File: src/rtl/net_pkg.sv
// Shared types and helpers for the NIC transmit path: default beat width,
// the {last, data} beat record and the round-robin pick used by arbiters.
package net_pkg;

  localparam int NET_DATA_W = 64;

  typedef struct packed {
    logic                  last;
    logic [NET_DATA_W-1:0] data;
  } net_beat_t;

  // First set bit of req scanning ptr+1, ptr+2, ... modulo n (n <= 16).
  // Returns 0 when nothing is requested; callers only use it when |req.
  function automatic logic [3:0] rr_pick(input logic [15:0] req,
                                         input logic [3:0]  ptr,
                                         input logic [4:0]  n);
    logic [3:0] pick;
    logic       found;
    logic [4:0] idx;
    pick  = '0;
    found = 1'b0;
    idx   = '0;
    for (int i = 1; i <= 16; i++) begin
      if (i <= int'(n)) begin
        idx = 5'((int'(ptr) + i) % int'(n));
        if (!found && req[idx[3:0]]) begin
          pick  = idx[3:0];
          found = 1'b1;
        end
      end
    end
    return pick;
  endfunction

endpackage

File: src/rtl/net_tx_packet_arbiter_if.sv
// Source-side and network-side beat streams of the transmit arbiter.
// Handshake: a beat transfers on a rising edge where valid && ready; a source holds
// data/last stable while valid && !ready, and ready never depends on valid.
interface net_tx_packet_arbiter_if #(
  parameter int N_PORTS = 2,
  parameter int DATA_W  = 64
);
  logic [N_PORTS-1:0]        in_valid;
  logic [N_PORTS-1:0]        in_ready;
  logic [N_PORTS*DATA_W-1:0] in_data;
  logic [N_PORTS-1:0]        in_last;
  logic                      out_valid;
  logic                      out_ready;
  logic [DATA_W-1:0]         out_data;
  logic                      out_last;

  // Sources and network sink together.
  modport master (
    output in_valid, in_data, in_last, out_ready,
    input  in_ready, out_valid, out_data, out_last
  );

  // The arbiter.
  modport slave (
    input  in_valid, in_data, in_last, out_ready,
    output in_ready, out_valid, out_data, out_last
  );
endinterface

File: src/rtl/net_beat_fifo2.sv
// Two-entry registered FIFO of {last, data} beats; outputs come straight from the
// head entry so they stay stable under backpressure.
module net_beat_fifo2 #(
  parameter int DATA_W = 64
) (
  input  logic              clock,
  input  logic              reset_n,
  input  logic              push,
  input  logic [DATA_W-1:0] push_data,
  input  logic              push_last,
  input  logic              pop,
  output logic              out_valid,
  output logic [DATA_W-1:0] out_data,
  output logic              out_last,
  output logic [1:0]        count
);

  typedef struct packed {
    logic              last;
    logic [DATA_W-1:0] data;
  } beat_t;

  beat_t mem [2];
  logic  rd_ptr;
  logic  wr_ptr;
  logic  pop_en;

  assign pop_en    = (count != 2'd0) && pop;
  assign out_valid = (count != 2'd0);
  assign out_data  = mem[rd_ptr].data;
  assign out_last  = mem[rd_ptr].last;

  always_ff @(posedge clock or negedge reset_n) begin
    if (!reset_n) begin
      mem[0] <= '0;
      mem[1] <= '0;
      rd_ptr <= 1'b0;
      wr_ptr <= 1'b0;
      count  <= 2'd0;
    end else begin
      if (push) begin
        mem[wr_ptr] <= '{last: push_last, data: push_data};
        wr_ptr      <= ~wr_ptr;
      end
      if (pop_en) rd_ptr <= ~rd_ptr;
      case ({push, pop_en})
        2'b10:   count <= count + 2'd1;
        2'b01:   count <= count - 2'd1;
        default: count <= count;
      endcase
    end
  end

endmodule

File: src/rtl/net_tx_packet_arbiter.sv
// Packet-granular round-robin arbiter sharing the NIC transmit stream between
// N_PORTS sources; a grant is held until the owner's last beat is accepted.
module net_tx_packet_arbiter
  import net_pkg::*;
#(
  parameter int  N_PORTS = 2,
  parameter int  DATA_W  = NET_DATA_W,
  localparam int GRANT_W = $clog2(N_PORTS)
) (
  input  logic                   clock,
  input  logic                   reset_n,
  net_tx_packet_arbiter_if.slave bus,
  output logic [GRANT_W-1:0]     grant_id,
  output logic                   busy
);

  localparam logic [0:0] ST_IDLE = 1'b0;
  localparam logic [0:0] ST_BUSY = 1'b1;

  logic [0:0]         state;
  logic [GRANT_W-1:0] rr_ptr;
  logic [GRANT_W-1:0] pick;
  logic [1:0]         fifo_count;
  logic [N_PORTS-1:0] in_ready;
  logic               push;
  logic [DATA_W-1:0]  push_data;
  logic               push_last;
  logic               fifo_valid;
  logic [DATA_W-1:0]  fifo_data;
  logic               fifo_last;

  // Ready is built from state, grant and fill level only, never from in_valid.
  always_comb begin
    in_ready = '0;
    if (state == ST_BUSY && fifo_count != 2'd2) in_ready[grant_id] = 1'b1;
  end

  assign push      = |(bus.in_valid & in_ready);
  assign push_data = bus.in_data[int'(grant_id)*DATA_W +: DATA_W];
  assign push_last = bus.in_last[grant_id];
  assign pick      = GRANT_W'(rr_pick(16'(bus.in_valid), 4'(rr_ptr), 5'(N_PORTS)));
  assign busy      = (state == ST_BUSY);

  always_ff @(posedge clock or negedge reset_n) begin
    if (!reset_n) begin
      state    <= ST_IDLE;
      rr_ptr   <= GRANT_W'(N_PORTS - 1);
      grant_id <= '0;
    end else begin
      case (state)
        ST_IDLE: begin
          if (|bus.in_valid) begin
            grant_id <= pick;
            state    <= ST_BUSY;
          end
        end
        ST_BUSY: begin
          if (push && push_last) begin
            rr_ptr <= grant_id;
            state  <= ST_IDLE;
          end
        end
        default: state <= ST_IDLE;
      endcase
    end
  end

  net_beat_fifo2 #(.DATA_W(DATA_W)) u_fifo (
    .clock     (clock),
    .reset_n   (reset_n),
    .push      (push),
    .push_data (push_data),
    .push_last (push_last),
    .pop       (bus.out_ready),
    .out_valid (fifo_valid),
    .out_data  (fifo_data),
    .out_last  (fifo_last),
    .count     (fifo_count)
  );

  assign bus.in_ready  = in_ready;
  assign bus.out_valid = fifo_valid;
  assign bus.out_data  = fifo_data;
  assign bus.out_last  = fifo_last;

endmodule

File: src/flat_wrapper.sv
// flat-port wrapper written by rule: the top's interface ports become plain ports
module net_tx_packet_arbiter_flat import net_pkg::*;
#(
  parameter int  N_PORTS = 2,
  parameter int  DATA_W  = NET_DATA_W,
  localparam int GRANT_W = $clog2(N_PORTS)
)
  (clock, reset_n, grant_id, busy, bus_in_valid, bus_in_data, bus_in_last, bus_out_ready, bus_in_ready, bus_out_valid, bus_out_data, bus_out_last);
  net_tx_packet_arbiter_if #(.N_PORTS(N_PORTS), .DATA_W(DATA_W)) bus_i ();
  input  logic clock;
  input  logic reset_n;
  output logic [GRANT_W-1:0] grant_id;
  output logic busy;
  input wire logic [$bits(bus_i.in_valid)-1:0] bus_in_valid;
  input wire logic [$bits(bus_i.in_data)-1:0] bus_in_data;
  input wire logic [$bits(bus_i.in_last)-1:0] bus_in_last;
  input wire logic [$bits(bus_i.out_ready)-1:0] bus_out_ready;
  output wire logic [$bits(bus_i.in_ready)-1:0] bus_in_ready;
  output wire logic [$bits(bus_i.out_valid)-1:0] bus_out_valid;
  output wire logic [$bits(bus_i.out_data)-1:0] bus_out_data;
  output wire logic [$bits(bus_i.out_last)-1:0] bus_out_last;
  assign bus_i.in_valid = bus_in_valid;
  assign bus_i.in_data = bus_in_data;
  assign bus_i.in_last = bus_in_last;
  assign bus_i.out_ready = bus_out_ready;
  assign bus_in_ready = bus_i.in_ready;
  assign bus_out_valid = bus_i.out_valid;
  assign bus_out_data = bus_i.out_data;
  assign bus_out_last = bus_i.out_last;
  net_tx_packet_arbiter #(.N_PORTS(N_PORTS), .DATA_W(DATA_W)) u_core (.clock(clock), .reset_n(reset_n), .bus(bus_i), .grant_id(grant_id), .busy(busy));
endmodule
File: config.mk
export PLATFORM = sky130hd
export DESIGN_NAME = net_tx_packet_arbiter_flat
export DESIGN_NICKNAME = d
export VERILOG_FILES = /design/src/rtl/net_pkg.sv /design/src/rtl/net_tx_packet_arbiter_if.sv /design/src/rtl/net_beat_fifo2.sv /design/src/rtl/net_tx_packet_arbiter.sv /design/src/flat_wrapper.sv
export SDC_FILE = /design/constraint.sdc
export NUM_CORES = 1
export LEC_CHECK = 0
export BUFFER_PORTS_ARGS = -buffer_cell sky130_fd_sc_hd__buf_2
export CORE_ASPECT_RATIO = 1.4
export CORE_UTILIZATION = 35
export CTS_CLUSTER_SIZE = 12
export DETAILED_ROUTE_END_ITERATION = 6
export PLACE_DENSITY_LB_ADDON = 0.05
export REMOVE_ABC_BUFFERS = 1
export SYNTH_ARGS = -nofsm -noshare
export SYNTH_HDL_FRONTEND = slang
export SYNTH_HIERARCHICAL = 1
export SYNTH_SLANG_ARGS = --single-unit
File: constraint.sdc
create_clock -name clock -period 3.12 [get_ports clock]
set_input_delay 0.468 -clock clock [delete_from_list [all_inputs] [get_ports clock]]
set_output_delay 0.468 -clock clock [all_outputs]
set_load 0.01 [all_outputs]
* Yosys cells after proc, flatten, opt, wreduce, memory -nomap -nowiden *
Index checks and enable logic that the tools add are counted.

operators by class
  $add $sub $neg = 4
  magnitude comparators = 7
  eq/ne operators = 3
  shifts and indexed selects = 1
  muxes and demuxes = 22
  bitwise logic cells = 8
  reduce and logical (&&, ||, !) cells = 13

operators with widths
  operator             number
  $mux 65              4
  $bwmux 130           1
  $shiftx 128x8->64    1
  $demux 65 s1         1
  $lt 4x5->1 const B   2
  $mux 1               10
  $logic_and 1x1->1    6
  $bmux 1 s2           2
  $ge 2x2->1 const B   2
  $not 1->2            2
  $pmux 2 s2           1
  $reduce_and 2->1     2
  $reduce_bool 2->1    2
  $reduce_or 2->1      2
  $not 1->1            3
  $add 1x1->1 const B  2
  $add 2x1->2 const B  1
  $and 1x1->1 const A  2
  $and 2x2->2          1
  $eq 2x1->1 const B   1
  $eq 2x2->1 const B   1
  $lt 1x2->1 const B   1
  $lt 2x1->1 const B   1
  $mux 2               1
  other kinds (6)      6

storage, ports and cells
  bits in registers = 137
  input bits = 135
  word-level logic and storage cells = 68

* Longest topological paths before layout *
  depth after elaboration = 10
  gate-level depth with buffers = 8
  depth with buffers taken out = 7

* By module *
Netlist, hierarchy kept.

modules (own cells, without submodules)
  module                 times used  cells each  area each (µm²)
  net_beat_fifo2         1           362         6003.3
  net_tx_packet_arbiter  1           89          968.4

* Worst setup path after synthesis *
No wires, ideal clock.

  path kind = flip-flop to flip-flop
  start point = reg u_core.grant_id
  end point = reg u_core/u_fifo/mem[13] in the netlist's numbering
  arrival time = 1.778 ns
  required time = 2.995 ns
  setup slack = 1.217 ns
  stages on the path, launching flop included = 8
  clock period less this slack = 1.903 ns
  cells stage by stage = dfrtp_1 > buf_4 > mux2_4 > and3_1 > nand2_1 > buf_6 > buf_6 > mux2_4

between the ends
  word-level cells in the longest chain between the ends = 7
  elaborated cells on any way between the ends = 10

RTL lines
  element                                                         RTL line                     RTL
  from (decl)                                                     net_tx_packet_arbiter.sv:13  output logic [GRANT_W-1:0] grant_id,
  from (signal assigned)                                          net_tx_packet_arbiter.sv:53  grant_id <= pick;
  $lt 1x2->1 (implied by the code) or $ge 1x1->1 (tied branches)  net_tx_packet_arbiter.sv:35  if (state == ST_BUSY && fifo_count != 2'd2) in_ready[grant_id] = 1'b1;
  $logic_and 1x1->1 (implied by the code)                         net_tx_packet_arbiter.sv:35
  $mux 1 (implied by the code)                                    net_tx_packet_arbiter.sv:35
  $demux 1 s1 *                                                   --
  $mux 2 *                                                        net_tx_packet_arbiter.sv:35
  $and 2x2->2 *                                                   net_tx_packet_arbiter.sv:38  assign push = |(bus.in_valid & in_ready);
  $reduce_or 2->1 *                                               net_tx_packet_arbiter.sv:38
  via u_core.push                                                 net_tx_packet_arbiter.sv:25  logic push;
  to (signal, indexed assignment)                                 net_beat_fifo2.sv:42         mem[wr_ptr] <= '{last: push_last, data: push_data};
  to (decl)                                                       net_beat_fifo2.sv:23         beat_t mem [2];

Mark *: on every way through the listed nets, which the timed path passes. The rest lies on a longest branch.
A chain may end at the register's enable or synchronous reset.

* Final worst setup path *
  start point = reg u_core.grant_id
  end point = out bus_in_ready[1]

between the ends
  word-level cells in the longest chain between the ends = 5
  elaborated cells on any way between the ends = 6

RTL lines
  element                                                         RTL line                     RTL
  $lt 1x2->1 (implied by the code) or $ge 1x1->1 (tied branches)  net_tx_packet_arbiter.sv:35
  $logic_and 1x1->1 (implied by the code)                         net_tx_packet_arbiter.sv:35
  $mux 1 (implied by the code)                                    net_tx_packet_arbiter.sv:35
  $demux 1 s1 *                                                   --
  $mux 2 *                                                        net_tx_packet_arbiter.sv:35
  to (decl)                                                       flat_wrapper.sv:18           output wire logic [$bits(bus_i.in_ready)-1:0] bus_in_ready;

Mark *: on every way between the ends. The rest lies on a longest branch, timed or not.

==> results by group <==
STA
  – Tmin final: 2.34 ns
  – Slew @ Worst Pin: 0.887 ns
  – Final Hold Fails: 0
  – Final Cycle Share: 74.9%
  – Endpoints failing setup: 0
  – Slew HR: 40.9%
  – Slew Limit Fails: 0
  – Highest clock rate: 0.428 GHz
  – Setup Skew: 0.00926 ns
  – Fin Setup TNS: 0 ns
  – RSZ-0062 raised after global routing: false
  – Hold Slack: 0.0981 ns

Global routing
  – Grt total ovfl: 0
  – Overall routing resource usage: 15.0%
  – Largest net degree at the start of global routing: 85
  – Initial antenna violation count: 0
  – First-pass GRT wire length: 23.6 mm
  – Vias in the first global route: 4,653

Worst hold path
  – Hold Crit Class: in -> async

Flow run
  – Max Cap Viol: 0

Detailed routing
  – DR iter-0 viols: 118
  – Pre-antenna DRT Iters: 4
  – Routed Antenna Nets: 0
  – DR vias: 4,289
  – Vias/cell: 4.69
  – DR WL/cell: 16.2 um
  – DRC: 0
  – Post-Route WL: 14.8 mm

Clock network
  – CTS H-tree lvls: 4
  – Hold_buf cts: 0
  – CTS-repair resized insts: 0
  – CTS max path bufs: 2
  – Sink Count: 137
  – Clk pin slew, worst setup/hold paths: 0.06 ns
  – TritonCTS Buffers: 17
  – CTS tree: built
  – Skew-Pair Late Insertion Delay: 0.41 ns
  – Post-CTS Setup Inserts: 0
  – Root buffer cell: clkbuf_16

Finish
  – Commonest non-fill, non-tap cell in the layout: buf_2
  – Fill count: 1,773
  – Sequential Area: 3430 um^2
  – Antenna diode count: 0
  – Design area: 8800 um^2
  – Fraction of layout cells with a size suffix above 1: 69.5%
  – Final design utilization: 45.4%
  – Nets: 790
  – Area of the multi-input gates: 3310 um^2
  – Most frequent cells in the layout: buf_2 (203), mux2_2 (159), dfrtp_1 (134)
  – Area Overhead vs Synth: 26.2%

Floorplanning
  – Initial Utilization: 36.0%
  – CORE AREA: 19,400 um^2
  – Die Wd: 121 um
  – Full die area: 20,500 um^2
  – Die height: 169 um
  – FP Rows: 60
  – Io pins: 205

Setup path
  – R2R depth: 5
  – Worst R2R Start: u_core/grant_id
  – Worst R2R End: u_core/u_fifo/mem[64]
  – Crit Path Category: reg -> out
  – Crit Path Max Fanout: 70
  – Req. time, crit path: 2.65 ns
  – Crit path launch: u_core/grant_id
  – Worst reg2reg setup slack: 0.89 ns
  – Worst Path Arrival: 1.87 ns
  – Critical Path End: bus_in_ready[1]
  – Critical path endpoint category: output pin
  – Setup crit start kind: flop

Placement
  – Gp weighted congestion: 0.686
  – Input/output buffers: 204
  – Detailed placer's ending HPWL: 9.87 mm
  – Area of placed instances: 8180 um^2

Pwr
  – VDD IR max: 501 uV
  – Power density cells: 1160 nW/um^2
  – Leakage: 4.18 nW

Yosys
  – Syn Std Cell Area: 6970 um^2
  – Post-Syn Instances: 451
  – Distinct cell type count after synthesis: 23
  – Seq/Total Area, Yosys: 49.2%
  – Seq cells post-synth: 137
  – Average cell area after synthesis: 15.5 um^2
  – Yosys warning total: 6

Status
  – Status: completed
kinds of logic after synthesis:
family,Yosys count,share of synthesized area (%)
xor+xnor,5,0.628
fa+ha+maj,1,0.179
flops,137,49.2
compound gates,2,0.269
simple gates,13,1.04
buf+inv,31,3.52
mux,262,45.2
cell type report:
type                            count  area share (%)
Clock inverter                     12            1.99
Sequential cell                   137            39.0
Multi-Input combinational cell    283            37.6
Clock buffer                       19            5.03
Inverter                            2          0.0853
Timing Repair Buffer              213            12.7
Tap cell                          248            3.53
cells in the mapped netlist:
cell type  instances  share of area [%]
xnor2_1            2               0.25
buf_4              2               0.22
dfrtp_1          136                 49
nor2_1             2               0.11
nand2_1            4               0.22
a32o_1             1               0.14
inv_2              1              0.054
nor2_2             1              0.090
nand2b_1           1              0.090
o31a_1             1               0.13
buf_2             13               0.93
inv_1              1              0.054
or2_2              1              0.090
mux2_2           159                 26
mux2_4            53                 11
xor2_1             3               0.38
ha_1               1               0.18
nand4_2            1               0.18
and3_1             2               0.18
buf_6             14                2.3
and2_1             1              0.090
mux2_1            50                8.1
dfstp_2            1               0.38
worst max-delay path: stages, from the launching register on:
cell and delay [ns]:
dfrtp_4 0.41, buf_4 0.63, and3_1 0.28, buf_2 0.13
through the flow:
| step | power (mW) | setup slack, ns | instances |
|---|---|---|---|
| after CTS | 10.4 | 0.648 | 914 |
| after floorplan | 6.79 | -1.81 | 422 |
| after global routing | 10.9 | 0.599 | 914 |
| final | 10.2 | 0.784 | 914 |
| after global placement | 8.13 | 0.802 | 883 |
| after detailed placement | 8.26 | 0.773 | 883 |
metal layers:
layer	global-route usage [%]	wire (um)	vias up
met1	17.7	6340	2123
met4	5.48	161	0
met3	3.87	740	14
li1	-	-	2028
met5	0	0	-
met2	26.0	7560	124
worst min-delay path by stage:
stage                          startpoint                    end  slack (ns)  cells after the start
finish                            reset_n  u_core/u_fifo/mem[45]         0.1                      1
global route                      reset_n  u_core/u_fifo/mem[45]        0.16                      1
CTS                               reset_n  u_core/u_fifo/mem[40]        0.13                      1
detailed placement  u_core/u_fifo/mem[82]  u_core/u_fifo/mem[82]        0.47                      1
global placement    u_core/u_fifo/mem[85]  u_core/u_fifo/mem[85]        0.46                      1
floorplan                         reset_n            u_core/busy        0.17                      0
where the power goes:
part	switching (mW)	internal (mW)
clock	0.746	1.35
combinational	2.14	2.81
sequential	0.449	2.73
total	3.33	6.89
sequential cells by signal, summed over array words and instances (netlist names):
name                  flops
u_core/grant_id           1
u_core/u_fifo/count       2
u_core/u_fifo/mem       130
u_core/rr_ptr             1
u_core/busy               1
u_core/u_fifo/wr_ptr      1
u_core/u_fifo/rd_ptr      1
Power figures use the tool's default switching activity.
